===== src/rtl/dcache_readback_packer.sv =====
// Streams NUM_LINES 256-bit DDR lines, keeps the low byte of each 32-bit word,
// and queues the resulting 64-bit words in a small first-word-fall-through FIFO.
module dcache_readback_packer #(
   parameter logic [27:0] BASE_ADDR   = 28'h1000000,
   parameter int unsigned ADDR_STRIDE = 8,
   parameter int unsigned NUM_LINES   = 19200,
   parameter int unsigned FIFO_DEPTH  = 4
) (
   input  logic         clk,
   input  logic         rst,
   input  logic         start,
   output logic         busy,
   output logic         done,
   output logic         fmt_err,
   output logic [27:0]  mem_data_addr1,
   output logic         mem_rw_data1,
   output logic         mem_valid_data1,
   input  logic         mem_ready_data1,
   input  logic [255:0] mem_data_rd1,
   output logic [255:0] mem_data_wr1,
   output logic [63:0]  out_data,
   output logic         out_valid,
   input  logic         out_ready
);
   localparam int unsigned AW = (FIFO_DEPTH > 1) ? $clog2(FIFO_DEPTH) : 1;
   localparam logic [AW:0] FULL_CNT = (AW+1)'(FIFO_DEPTH);

   typedef enum logic [2:0] {IDLE, ISSUE, WAIT_RSP, DRAIN, FINISHED} state_t;
   state_t state, state_nx;

   logic [15:0]   line_cnt;
   logic [AW-1:0] wr_ptr, rd_ptr;
   logic [AW:0]   count;
   logic [63:0]   fifo_mem [FIFO_DEPTH];
   logic [63:0]   packed_word;
   logic          bad_word, start_acc, capture, last_line, pop, fifo_full, fifo_empty;

   assign fifo_empty = (count == '0);
   assign fifo_full  = (count == FULL_CNT);
   assign start_acc  = start && ((state == IDLE) || (state == FINISHED));
   assign capture    = (state == WAIT_RSP) && mem_ready_data1;
   assign last_line  = ((line_cnt + 16'd1) == 16'(NUM_LINES));
   assign pop        = out_valid && out_ready;

   assign mem_rw_data1 = 1'b0;
   assign mem_data_wr1 = '0;
   assign out_valid    = !fifo_empty;
   assign out_data     = fifo_empty ? '0 : fifo_mem[rd_ptr];

   always_comb begin
      packed_word = '0;
      bad_word    = 1'b0;
      for (int unsigned k = 0; k < 8; k++) begin
         packed_word[8*k +: 8] = mem_data_rd1[32*k +: 8];
         bad_word = bad_word | (|mem_data_rd1[32*k+8 +: 24]);
      end
   end

   always_ff @(posedge clk or negedge rst) begin
      if (!rst) state <= IDLE;
      else      state <= state_nx;
   end

   always_comb begin
      state_nx = state;
      case (state)
         IDLE, FINISHED: if (start) state_nx = ISSUE;
         ISSUE:          if (!fifo_full) state_nx = WAIT_RSP;
         WAIT_RSP:       if (mem_ready_data1) state_nx = last_line ? DRAIN : ISSUE;
         DRAIN:          if (fifo_empty) state_nx = FINISHED;
         default:        state_nx = IDLE;
      endcase
   end

   // The request strobe is a pure decode of WAIT_RSP, so a reset drops it at once.
   always_comb begin
      busy            = (state == ISSUE) || (state == WAIT_RSP) || (state == DRAIN);
      done            = (state == FINISHED);
      mem_valid_data1 = (state == WAIT_RSP);
   end

   always_ff @(posedge clk or negedge rst) begin
      if (!rst) begin
         mem_data_addr1 <= BASE_ADDR;
         line_cnt       <= '0;
         fmt_err        <= 1'b0;
      end else if (start_acc) begin
         mem_data_addr1 <= BASE_ADDR;
         line_cnt       <= '0;
         fmt_err        <= 1'b0;
      end else if (capture) begin
         mem_data_addr1 <= mem_data_addr1 + 28'(ADDR_STRIDE);
         line_cnt       <= line_cnt + 16'd1;
         if (bad_word) fmt_err <= 1'b1;
      end
   end

   always_ff @(posedge clk or negedge rst) begin
      if (!rst) begin
         wr_ptr <= '0;
         rd_ptr <= '0;
         count  <= '0;
      end else begin
         if (capture) wr_ptr <= wr_ptr + 1'b1;
         if (pop)     rd_ptr <= rd_ptr + 1'b1;
         case ({capture, pop})
            2'b10:   count <= count + 1'b1;
            2'b01:   count <= count - 1'b1;
            default: count <= count;
         endcase
      end
   end

   always_ff @(posedge clk) begin
      if (capture) fifo_mem[wr_ptr] <= packed_word;
   end
endmodule


===== config.mk =====
export PLATFORM = sky130hd
export DESIGN_NAME = dcache_readback_packer
export DESIGN_NICKNAME = d
export VERILOG_FILES = /design/src/rtl/dcache_readback_packer.sv
export SDC_FILE = /design/constraint.sdc
export NUM_CORES = 1
export LEC_CHECK = 0
export CAP_MARGIN = 20
export CORE_AREA = 2 2 240 242
export CTS_BUF_LIST = sky130_fd_sc_hd__clkbuf_4 sky130_fd_sc_hd__clkbuf_8
export DETAILED_ROUTE_END_ITERATION = 7
export DIE_AREA = 0 0 242 244
export SLEW_MARGIN = 20
export SYNTH_ARGS = -nofsm -noshare
export SYNTH_HDL_FRONTEND = slang
export SYNTH_SLANG_ARGS = --single-unit
export TNS_END_PERCENT = 1

===== constraint.sdc =====
create_clock -name clk -period 2.9 [get_ports clk]
set_clock_uncertainty 0.15 [all_clocks]
set_input_delay 0.435 -clock clk [delete_from_list [all_inputs] [get_ports clk]]
set_output_delay 0.435 -clock clk [all_outputs]
set_load 0.01 [all_outputs]

==> flow_metrics.py <==
metrics = {
    "logic_synthesis": {
        "yosys_warnings": 0,
        "synth-seq-area-share_pct": 60.4,
        "ys_types": 56,
        "netlist_instances": 1054,
        "ys.flop_type": "edfxtp_1",
        "synthArstFlopShare_pct": 16.9,
        "synth-edff-count": 256,
        "ys_seq_elements": 308,
        "postSynthAreaPerCell_sq_um": 14.1,
        "synthesis.area_sq_mm": 0.0149,
    },
    "clock_network": {
        "clock_insertion_delay_worst_skew_ps": 640,
        "cts_tree": "built",
        "cts-root-buf": "clkbuf_8",
        "clk_path_buf_depth": 3,
        "cts_num_sinks": 308,
        "htree_num_levels": 2,
        "cts_buffers": 54,
        "clk_pin_slew_ps": 70,
    },
    "status": {
        "outcome": "finished with violations",
        "failed_checks": "negative setup slack",
    },
    "drt": {
        "vias": 9522,
        "routed_wl_mm": 41.3,
        "dr.pass1.iters": 4,
        "wire_per_inst_microns": 18.1,
        "ant_nets": 0,
        "drtIter0Drc": 379,
        "drc": 0,
        "viasPerCell": 4.16,
    },
    "grt": {
        "antenna_found_initial": 11,
        "grt.total_usage_pct": 13.4,
        "grt_pass1_vias": 9670,
        "grt_max_degree": 49,
        "overflow": 0,
        "grt_pass1_wl_mm": 58.5,
    },
    "timing": {
        "setup_viol": 2,
        "fin_tns_setup_ps": -12.9,
        "rsz0062_at_grt": "yes",
        "post-route-min-period_ps": 2910,
        "setup_slack_ps": -7.83,
        "hold_viol_final": 0,
        "worst_pin_slew_ps": 573,
        "drv_slew": 0,
        "worst_hold_slack_ps": 150,
        "clock.fmax_mhz": 344,
        "slew_headroom_pct": 61.4,
        "min_period_over_period_pct": 100,
    },
    "layout": {
        "design_area_sq_mm": 0.0203,
        "register_area_sq_mm": 0.00900,
        "layout_commonest_cell": "clkdlybuf4s50_1",
        "area_growth_pct": 36.4,
        "nFillCells": 5505,
        "layout-drive-gt1-share_pct": 20.4,
        "multi_input_area_sq_mm": 0.00485,
        "final_cell_mix": "288 x clkdlybuf4s50_1, 260 x conb_1, 256 x edfxtp_1",
        "nets": 1756,
    },
    "placement": {
        "place_congestion": 0.826,
        "pre_cts_slack_ps": -5.15,
        "port_buffers": 354,
        "place_hpwl_mm": 28.3,
        "dpl-instance-area_sq_mm": 0.0186,
    },
    "setup_path": {
        "endpoint_kind": "output port",
        "critPathArrivalTime_ps": 2320,
        "critPathRequiredTime_ps": 2320,
        "cp-start-kind": "flop",
        "path_cells": "buf_6 -> buf_12 -> mux4_2 -> and2_1 -> dlygate4sd2_1",
        "path_class": "flop to output port",
        "max_stage_delay_ps": 530,
        "crit_slowest_cell": "mux4_2",
        "cp_max_fo": 4,
    },
    "pwr": {
        "power_uw": 15900,
        "p_leak_uw": 0.00753,
        "ir_drop_uv": 324,
        "power_density_mw_per_mm2": 781,
    },
    "floorplanning": {
        "die-area_sq_mm": 0.0590,
        "die-width_microns": 242,
        "dieHeight_microns": 244,
        "initial_utilization_pct": 26.5,
        "coreArea_sq_mm": 0.0562,
        "ioPinCount": 615,
        "fp-row-count": 87,
    },
    "job": {
        "cap_violations": 0,
    },
    "worst_hold_path": {
        "hp-class": "primary input to async pin",
    },
}
worst paths after layout:
| check | from | end | slack, ps | cells after the start |
|---|---|---|---|---|
| max | rd_ptr[0] | out_data[55] | -8 | 5 |
| min | rst | mem_data_addr1[27] | 150 | 2 |
| max reg2reg | count[0] | count[2] | 300 | 9 |
| min reg2reg | count[2] | count[2] | 360 | 1 |
| max in group asynchronous | rst | rd_ptr[0] | 1720 | 3 |
| min in group clk | mem_data_rd1[196] | fifo_mem[1][52] | 300 | 1 |
cell usage after synthesis (all sizes together), types with 2 or more instances:
| library cell | instances | area share [%] |
|---|---|---|
| buf | 274 | 14 |
| nand4 | 21 | 0.88 |
| a31oi | 2 | 0.084 |
| nor2b | 2 | 0.084 |
| ha | 8 | 0.67 |
| inv | 10 | 0.25 |
| a211oi | 4 | 0.29 |
| or2 | 2 | 0.084 |
| mux4 | 64 | 9.7 |
| and3 | 7 | 0.29 |
| nand3 | 24 | 0.81 |
| and2 | 68 | 2.9 |
| o41ai | 3 | 0.18 |
| o31ai | 5 | 0.25 |
| nor4 | 55 | 2.4 |
| a21oi | 10 | 0.36 |
| nor3 | 3 | 0.13 |
| clkbuf | 19 | 0.48 |
| nor2 | 46 | 1.2 |
| xnor2 | 7 | 0.41 |
| o21ai | 28 | 0.94 |
| or3 | 7 | 0.29 |
| or3b | 3 | 0.18 |
| xor2 | 21 | 1.2 |
| nand2b | 4 | 0.17 |
| edfxtp | 256 | 52 |
| mux2i | 2 | 0.13 |
| dfrtp | 51 | 8.6 |
| nand2 | 32 | 0.82 |
final cells by class:
cell class                      count  area share [%]
Antenna cell                        4          0.0493
Clock buffer                       68            4.18
Clock inverter                     30            1.77
Inverter                           10           0.185
Multi-Input combinational cell    702            23.9
Sequential cell                   308            44.3
Tap cell                          756            4.66
Timing Repair Buffer              410            21.0
logic make-up (layout without fill, tap and decap cells):
| kind of cell | after synthesis | count (layout) | share of synthesized area, % |
|---|---|---|---|
| simple gates | 279 | 279 | 10.5 |
| fa+ha+maj | 9 | 9 | 0.807 |
| compound gates | 59 | 59 | 2.49 |
| other cells | 1 | 264 | 0.0252 |
| xor+xnor | 28 | 28 | 1.65 |
| flops | 308 | 308 | 60.4 |
| mux | 67 | 67 | 9.89 |
| buf+inv | 303 | 518 | 14.3 |
metrics by stage:
stage               util (%)  std cells
floorplan                  -       1313
CTS                     36.0       2282
global placement        33.2       2160
finish                  36.1       2288
detailed placement      33.2       2160
global route            36.1       2286
worst max-delay path: cells and delay by family (launching register included):
kind | cells | cell delay (ps)
buf+inv | 3 | 540
mux | 1 | 530
flops | 1 | 450
simple gates | 1 | 170
routing by layer:
| metal | GRT usage (%) | up-vias | routed length, microns |
|---|---|---|---|
| met5 | 0 | - | 60 |
| met4 | 5.46 | 10 | 1190 |
| met3 | 3.46 | 76 | 2950 |
| met2 | 25.4 | 469 | 22400 |
| met1 | 14.0 | 4694 | 14700 |
| li1 | - | 4273 | - |
state kept, by name, indices dropped and copies added (netlist names):
signal and count:
wr_ptr 2, mem_data_addr1 25, count 3, state 3
fifo_mem 256, fmt_err 1, line_cnt 16, rd_ptr 2
where the power goes:
group / leakage [uW] / switching (uW) / internal, uW
logic: 0.00390 / 2660 / 3400
registers: 0.00301 / 189 / 5150
clock network: 0.000624 / 1810 / 2650
repair_timing:
action / in CTS / in global routing
cloned: 6 / 1
hold buffers: 1 / 0
pin swaps: 12 / 1
endpoints found under the setup margin: 65 / 52
endpoints found under the hold margin: 34 / 0
setup buffers: 17 / 4
gates resized for setup: 244 / 57
(Power assumes the default switching activity.)
